$ cat src/rtl/bus_cycle_ctrl_if.sv
// Bus-cycle signal bundle between the 68000 side (master) and the cycle controller (slave).
interface bus_cycle_ctrl_if;
    logic        as_n;
    logic        uds_n;
    logic        lds_n;
    logic        w_n;
    logic [2:0]  fc;
    logic [23:0] logaddr;
    logic        bg_n;
    logic        csrom_n;
    logic        csram1_n;
    logic        csram2_n;
    logic        re_n;
    logic        we_n;
    logic        dtack_n;
    logic        berr_n;
    logic        avec_n;
    logic        busy;

    modport master (
        output as_n, uds_n, lds_n, w_n, fc, logaddr, bg_n,
        input  csrom_n, csram1_n, csram2_n, re_n, we_n, dtack_n, berr_n, avec_n, busy
    );

    modport slave (
        input  as_n, uds_n, lds_n, w_n, fc, logaddr, bg_n,
        output csrom_n, csram1_n, csram2_n, re_n, we_n, dtack_n, berr_n, avec_n, busy
    );
endinterface

$ cat src/rtl/bus_cycle_ctrl.sv
// 68000 bus-cycle sequencer: AS synchroniser, address decode, chip selects,
// read/write strobes, per-region wait states, autovector IACK and BERR timeout.
// Every output is a register; the next-state logic computes their next values.
module bus_cycle_ctrl #(
    parameter int          ROM_WAIT = 4,
    parameter int          RAM_WAIT = 2,
    parameter logic [7:0]  TIMEOUT  = 8'd200
) (
    input  logic             sysclk,
    input  logic             sysrst,
    bus_cycle_ctrl_if.slave  bus
);

    typedef enum logic [2:0] {
        ST_IDLE,
        ST_ACCESS,
        ST_TMO,
        ST_ACK,
        ST_FAULT
    } state_t;

    typedef enum logic [2:0] {
        RG_IACK,
        RG_ROM,
        RG_RAM1,
        RG_RAM2,
        RG_UNMAP
    } region_t;

    localparam logic [7:0] ROM_WAIT_C = 8'(ROM_WAIT);
    localparam logic [7:0] RAM_WAIT_C = 8'(RAM_WAIT);
    localparam logic [7:0] TMO_LOAD_C = TIMEOUT - 8'd1;

    state_t      r_state, w_state_nxt;
    logic [7:0]  r_cnt, w_cnt_nxt;
    logic        r_as_s1, r_as_s;
    logic        r_csrom_n, r_csram1_n, r_csram2_n, r_re_n, r_we_n;
    logic        r_dtack_n, r_berr_n, r_avec_n, r_busy;
    logic        w_csrom_n, w_csram1_n, w_csram2_n, w_re_n, w_we_n;
    logic        w_dtack_n, w_berr_n, w_avec_n;
    logic        w_we_ok;
    region_t     w_region;

    // Only the top nibble of the address selects a region.
    logic        w_unused;
    assign w_unused = &{1'b0, bus.logaddr[19:0]};

    // Two-flop synchroniser for the asynchronous address strobe.
    always_ff @(posedge sysclk) begin
        if (sysrst) begin
            r_as_s1 <= 1'b1;
            r_as_s  <= 1'b1;
        end else begin
            r_as_s1 <= bus.as_n;
            r_as_s  <= r_as_s1;
        end
    end

    // Region decode; interrupt acknowledge takes priority over any address.
    always_comb begin
        w_region = RG_UNMAP;
        if (bus.fc == 3'b111) begin
            w_region = RG_IACK;
        end else begin
            case (bus.logaddr[23:20])
                4'h0:    w_region = RG_ROM;
                4'h1:    w_region = RG_RAM1;
                4'h2:    w_region = RG_RAM2;
                default: w_region = RG_UNMAP;
            endcase
        end
    end

    // A write strobe is only issued when at least one data strobe is active.
    assign w_we_ok = ~(bus.uds_n & bus.lds_n);

    // State and registered-output update.
    always_ff @(posedge sysclk) begin
        if (sysrst) begin
            r_state    <= ST_IDLE;
            r_cnt      <= 8'd0;
            r_csrom_n  <= 1'b1;
            r_csram1_n <= 1'b1;
            r_csram2_n <= 1'b1;
            r_re_n     <= 1'b1;
            r_we_n     <= 1'b1;
            r_dtack_n  <= 1'b1;
            r_berr_n   <= 1'b1;
            r_avec_n   <= 1'b1;
            r_busy     <= 1'b0;
        end else begin
            r_state    <= w_state_nxt;
            r_cnt      <= w_cnt_nxt;
            r_csrom_n  <= w_csrom_n;
            r_csram1_n <= w_csram1_n;
            r_csram2_n <= w_csram2_n;
            r_re_n     <= w_re_n;
            r_we_n     <= w_we_n;
            r_dtack_n  <= w_dtack_n;
            r_berr_n   <= w_berr_n;
            r_avec_n   <= w_avec_n;
            r_busy     <= (w_state_nxt != ST_IDLE);
        end
    end

    // Next state, wait counter and next output values; outputs hold by default.
    always_comb begin
        w_state_nxt = r_state;
        w_cnt_nxt   = r_cnt;
        w_csrom_n   = r_csrom_n;
        w_csram1_n  = r_csram1_n;
        w_csram2_n  = r_csram2_n;
        w_re_n      = r_re_n;
        w_we_n      = r_we_n;
        w_dtack_n   = r_dtack_n;
        w_berr_n    = r_berr_n;
        w_avec_n    = r_avec_n;

        case (r_state)
            ST_IDLE: begin
                if (!r_as_s && bus.bg_n) begin
                    case (w_region)
                        RG_IACK: begin
                            w_state_nxt = ST_ACK;
                            w_avec_n    = 1'b0;
                        end
                        RG_UNMAP: begin
                            w_state_nxt = ST_TMO;
                            w_cnt_nxt   = TMO_LOAD_C;
                        end
                        default: begin
                            w_state_nxt = ST_ACCESS;
                            w_cnt_nxt   = (w_region == RG_ROM) ? ROM_WAIT_C : RAM_WAIT_C;
                            w_csrom_n   = (w_region != RG_ROM);
                            w_csram1_n  = (w_region != RG_RAM1);
                            w_csram2_n  = (w_region != RG_RAM2);
                            w_re_n      = ~bus.w_n;
                            w_we_n      = ~(~bus.w_n & w_we_ok);
                        end
                    endcase
                end
            end
            ST_ACCESS, ST_TMO: begin
                if (r_as_s) begin
                    // CPU abandoned the cycle: release everything without an acknowledge.
                    w_state_nxt = ST_IDLE;
                    w_cnt_nxt   = 8'd0;
                    w_csrom_n   = 1'b1;
                    w_csram1_n  = 1'b1;
                    w_csram2_n  = 1'b1;
                    w_re_n      = 1'b1;
                    w_we_n      = 1'b1;
                end else if (r_cnt == 8'd0) begin
                    if (r_state == ST_ACCESS) begin
                        w_state_nxt = ST_ACK;
                        w_dtack_n   = 1'b0;
                    end else begin
                        w_state_nxt = ST_FAULT;
                        w_berr_n    = 1'b0;
                    end
                end else begin
                    w_cnt_nxt = r_cnt - 8'd1;
                end
            end
            ST_ACK, ST_FAULT: begin
                if (r_as_s) begin
                    w_state_nxt = ST_IDLE;
                    w_cnt_nxt   = 8'd0;
                    w_csrom_n   = 1'b1;
                    w_csram1_n  = 1'b1;
                    w_csram2_n  = 1'b1;
                    w_re_n      = 1'b1;
                    w_we_n      = 1'b1;
                    w_dtack_n   = 1'b1;
                    w_berr_n    = 1'b1;
                    w_avec_n    = 1'b1;
                end
            end
            default: begin
                w_state_nxt = ST_IDLE;
            end
        endcase
    end

    assign bus.csrom_n  = r_csrom_n;
    assign bus.csram1_n = r_csram1_n;
    assign bus.csram2_n = r_csram2_n;
    assign bus.re_n     = r_re_n;
    assign bus.we_n     = r_we_n;
    assign bus.dtack_n  = r_dtack_n;
    assign bus.berr_n   = r_berr_n;
    assign bus.avec_n   = r_avec_n;
    assign bus.busy     = r_busy;

endmodule

$ cat src/flat_wrapper.sv
// flat-port wrapper written by rule: the top's interface ports become plain ports
module bus_cycle_ctrl_flat 
#(
    parameter int          ROM_WAIT = 4,
    parameter int          RAM_WAIT = 2,
    parameter logic [7:0]  TIMEOUT  = 8'd200
)
  (sysclk, sysrst, bus_as_n, bus_uds_n, bus_lds_n, bus_w_n, bus_fc, bus_logaddr, bus_bg_n, bus_csrom_n, bus_csram1_n, bus_csram2_n, bus_re_n, bus_we_n, bus_dtack_n, bus_berr_n, bus_avec_n, bus_busy);
  bus_cycle_ctrl_if bus_i ();
  input  logic sysclk;
  input  logic sysrst;
  input wire logic [$bits(bus_i.as_n)-1:0] bus_as_n;
  input wire logic [$bits(bus_i.uds_n)-1:0] bus_uds_n;
  input wire logic [$bits(bus_i.lds_n)-1:0] bus_lds_n;
  input wire logic [$bits(bus_i.w_n)-1:0] bus_w_n;
  input wire logic [$bits(bus_i.fc)-1:0] bus_fc;
  input wire logic [$bits(bus_i.logaddr)-1:0] bus_logaddr;
  input wire logic [$bits(bus_i.bg_n)-1:0] bus_bg_n;
  output wire logic [$bits(bus_i.csrom_n)-1:0] bus_csrom_n;
  output wire logic [$bits(bus_i.csram1_n)-1:0] bus_csram1_n;
  output wire logic [$bits(bus_i.csram2_n)-1:0] bus_csram2_n;
  output wire logic [$bits(bus_i.re_n)-1:0] bus_re_n;
  output wire logic [$bits(bus_i.we_n)-1:0] bus_we_n;
  output wire logic [$bits(bus_i.dtack_n)-1:0] bus_dtack_n;
  output wire logic [$bits(bus_i.berr_n)-1:0] bus_berr_n;
  output wire logic [$bits(bus_i.avec_n)-1:0] bus_avec_n;
  output wire logic [$bits(bus_i.busy)-1:0] bus_busy;
  assign bus_i.as_n = bus_as_n;
  assign bus_i.uds_n = bus_uds_n;
  assign bus_i.lds_n = bus_lds_n;
  assign bus_i.w_n = bus_w_n;
  assign bus_i.fc = bus_fc;
  assign bus_i.logaddr = bus_logaddr;
  assign bus_i.bg_n = bus_bg_n;
  assign bus_csrom_n = bus_i.csrom_n;
  assign bus_csram1_n = bus_i.csram1_n;
  assign bus_csram2_n = bus_i.csram2_n;
  assign bus_re_n = bus_i.re_n;
  assign bus_we_n = bus_i.we_n;
  assign bus_dtack_n = bus_i.dtack_n;
  assign bus_berr_n = bus_i.berr_n;
  assign bus_avec_n = bus_i.avec_n;
  assign bus_busy = bus_i.busy;
  bus_cycle_ctrl #(.ROM_WAIT(ROM_WAIT), .RAM_WAIT(RAM_WAIT), .TIMEOUT(TIMEOUT)) u_core (.sysclk(sysclk), .sysrst(sysrst), .bus(bus_i));
endmodule
$ cat config.mk
export PLATFORM = sky130hd
export DESIGN_NAME = bus_cycle_ctrl_flat
export DESIGN_NICKNAME = d
export VERILOG_FILES = /design/src/rtl/bus_cycle_ctrl_if.sv /design/src/rtl/bus_cycle_ctrl.sv /design/src/flat_wrapper.sv
export SDC_FILE = /design/constraint.sdc
export NUM_CORES = 1
export LEC_CHECK = 0
export ABC_AREA = 0
export CORE_MARGIN = 2
export CORE_UTILIZATION = 42
export DETAILED_ROUTE_END_ITERATION = 12
export GPL_TIMING_DRIVEN = 0
export PLACE_DENSITY = 0.78
export SLEW_MARGIN = 15
export SYNTH_ARGS = -nofsm -noshare
export SYNTH_HDL_FRONTEND = slang
export SYNTH_SLANG_ARGS = --single-unit
$ cat constraint.sdc
create_clock -name sysclk -period 1.8 [get_ports sysclk]
set_input_delay 0.36 -clock sysclk [delete_from_list [all_inputs] [get_ports sysclk]]
set_output_delay 0.36 -clock sysclk [all_outputs]
set_load 0.1 [all_outputs]
==> flow_summary.json <==
{
  "firstDrtPassIters": 4,
  "seqPwrFrac_pct": 43.6,
  "antenna_found_initial": 0,
  "synth_adder_area_share_pct": 1.78,
  "p_total_mw": 1.17,
  "final_cell_mix": "dfxtp_1 (20), buf_4 (11), clkdlybuf4s50_1 (11)",
  "dp_hpwl_mm": 2.65,
  "dieArea_mm2": 0.00383,
  "antennaDiodeCount": 0,
  "stdcell_area_mm2": 0.00198,
  "hold_ws_ns": 0.424,
  "overflow": 0,
  "cellPowerDensity_mw_per_mm2": 593,
  "initial_utilization_pct": 42.9,
  "slew_headroom_pct": 63.9,
  "worstPathArrival_ns": 2.05,
  "worstSetupPathType": "flip-flop to flip-flop",
  "pwr-share-comb_pct": 23.6,
  "finalHoldViolCount": 0,
  "internal_power_uw": 858,
  "cts_root_buffer": "clkbuf_4",
  "yosys.area_share.xor_xnor_pct": 1.87,
  "use_met3_pct": 2.69,
  "ys_seq_area_share_pct": 31.3,
  "synth_edf_count": 0,
  "grt_pass1_wl_mm": 6.22,
  "yosys.area_share.simple_pct": 30.0,
  "synth-main-ff-cell": "dfxtp_1",
  "fill_cells": 274,
  "track_usage_pct": 21.3,
  "postRouteWirelength_mm": 3.94,
  "drive_gt1_share_pct": 32.7,
  "vdd_drop_max_mv": 0.281,
  "synth_top_family_by_area": "simple AND/OR/NAND/NOR gates",
  "ant_nets": 0,
  "ys_warn_count": 0,
  "finClkSkew_ns": 0.00162,
  "core_area_mm2": 0.00328,
  "power.switching_uw": 316,
  "synthDistinctLibCells": 48,
  "yosysTopAreaCell": "dfxtp_1",
  "max_freq_mhz": 542,
  "finalMaxSlewViolations": 0,
  "htreeDepth": 1,
  "status": "finished with violations",
  "finalWeightedCongestion": 0.921,
  "critPathRequiredTime_ns": 2.01,
  "hold_path_class": "flip-flop to flip-flop",
  "dr_total_vias": 1509,
  "synth_compound_area_share_pct": 27.6,
  "multi_input_area_mm2": 0.00102,
  "syn_nets": 204,
  "port_buffers": 22,
  "wl_per_cell_um": 15.9,
  "ys_seq_elements": 22,
  "period_share_pct": 103,
  "cap_violations": 0,
  "worst_pin_slew_ns": 0.544,
  "instances_no_fill": 248,
  "clockBufferDepth": 2,
  "die_h_um": 61.9,
  "async_reset_ff_share_pct": 0,
  "dpl_cell_area_mm2": 0.00169,
  "violations": "setup timing",
  "row_count": 21,
  "netlist_area_mm2": 0.00141,
  "route.detailed.drc": 0,
  "grt_use_met2_pct": 36.4,
  "avgSynthCellArea_um2": 8.38,
  "final_common_cell": "dfxtp_1",
  "p_leak_nw": 0.720,
  "placed_cells": 236,
  "grt_util_met1_pct": 28.1,
  "final_util_pct": 60.2,
  "grt_pass1_vias": 1386,
  "drt_iter0_drc": 90,
  "synth_top_area_share_pct": 31.3,
  "clock-sinks": 22,
  "setup_viol": 1,
  "clkPwrFrac_pct": 32.9,
  "die_width_um": 61.9,
  "top_usage_layer": "met2",
  "rsz0062_at_grt": "yes",
  "clk_pin_slew_ns": 0.13,
  "cp-end-kind": "flip-flop",
  "regArea_um2": 443,
  "netlist_instances": 168,
  "cts_buffers": 3,
  "finalSetupTns_ns": -0.0450,
  "cts_tree": "yes",
  "period_needed_ns": 1.85,
  "synth_area_leaders": "dfxtp_1 (31%), nor3_1 (4.3%), a211oi_1 (3.2%)",
  "clkLatencyLatePin_ns": 0.31,
  "nNetsFinal": 239,
  "vias_per_cell": 6.08,
  "synth.area.mux_share_pct": 0.800,
  "area_growth_pct": 40.5,
  "grt_max_degree": 14,
  "critPathLaunchType": "flip-flop",
  "switching_share_pct": 26.9,
  "cp_max_fo": 3,
  "boundaryPins": 43,
  "dp_slack_ns": -0.588,
  "timing.final.ws_setup_ns": -0.0450
}
==> critical path: stages (launching register included) <==
cell and delay [ns]:
dfxtp_2 0.35, inv_2 0.07, ha_4 0.14, or4b_4 0.48, or4_4 0.43, a211oi_2 0.20, o21ai_1 0.07
==> path summary, 6_finish.rpt <==
path                         from                  to  slack, ns  cells after the start
setup / recovery  u_core.r_cnt[1]  u_core.bus.dtack_n      -0.05                      6
hold / removal     u_core.r_as_s1       u_core.r_as_s       0.42                      1
setup reg to reg  u_core.r_cnt[1]  u_core.bus.dtack_n      -0.05                      6
hold reg to reg    u_core.r_as_s1       u_core.r_as_s       0.42                      1
==> cell usage after synthesis (all sizes together) (4+ instances only) <==
cell     instances
a2111oi          4
a211oi           7
a21oi            8
buf              7
clkbuf           4
dfxtp           22
inv              5
nand2            6
nand3            5
nand4            7
nor2             6
nor2b            5
nor3            12
nor4             6
o21ai            9
o21bai           5
or3              4
==> final cells by class <==
cell class,count,area share [%]
Timing Repair Buffer,31,15.4
Inverter,5,0.949
Multi-Input combinational cell,130,51.7
Clock buffer,3,1.14
Clock inverter,1,1.52
Tap cell,46,2.91
Sequential cell,22,22.4
Buffer,10,3.98
==> registers in the layout, summed over array words and instances (netlist names) <==
signal,cells
u_core.r_cnt,8
u_core.r_state,3
u_core.bus.avec_n,1
u_core.bus.berr_n,1
u_core.bus.busy,1
u_core.bus.csram1_n,1
u_core.bus.csram2_n,1
u_core.bus.csrom_n,1
u_core.bus.dtack_n,1
u_core.bus.re_n,1
u_core.bus.we_n,1
u_core.r_as_s,1
u_core.r_as_s1,1
==> kinds of logic (layout without fill, tap and decap cells) <==
group | after synthesis | after routing
and+or+nand+nor | 70 | 70
AOI/OAI and AO/OA | 54 | 54
DFF | 22 | 22
buffers and inverters | 16 | 50
xor gates and xnor gates | 3 | 3
adders and majority gates | 2 | 2
muxes | 1 | 1
==> power groups by stage <==
| stage | Combinational (mW) | Sequential (mW) | Clock [mW] |
|---|---|---|---|
| 2_1_floorplan | 0.128 | 0.527 | 0 |
| 3_3_place_gp | 0.205 | 0.520 | 0 |
| 3_5_place_dp | 0.205 | 0.521 | 0 |
| 4_1_cts | 0.247 | 0.510 | 0.390 |
| 5_1_grt | 0.298 | 0.513 | 0.414 |
| 6_report | 0.277 | 0.511 | 0.386 |
==> timing repair <==
action                                  CTS  global route
endpoints found under the setup margin   20            15
pin swaps                                 5             6
setup buffers                             5             4
gates resized for setup                  43            28
hold buffers                              0             0
==> routing by layer <==
layer | routed length [um] | share of wire, %
met5 | 0 | 0
met4 | 40 | 1.0
met3 | 188 | 4.8
met2 | 1960 | 50
met1 | 1750 | 44
Note: power is estimated with default switching activity, not from simulation.
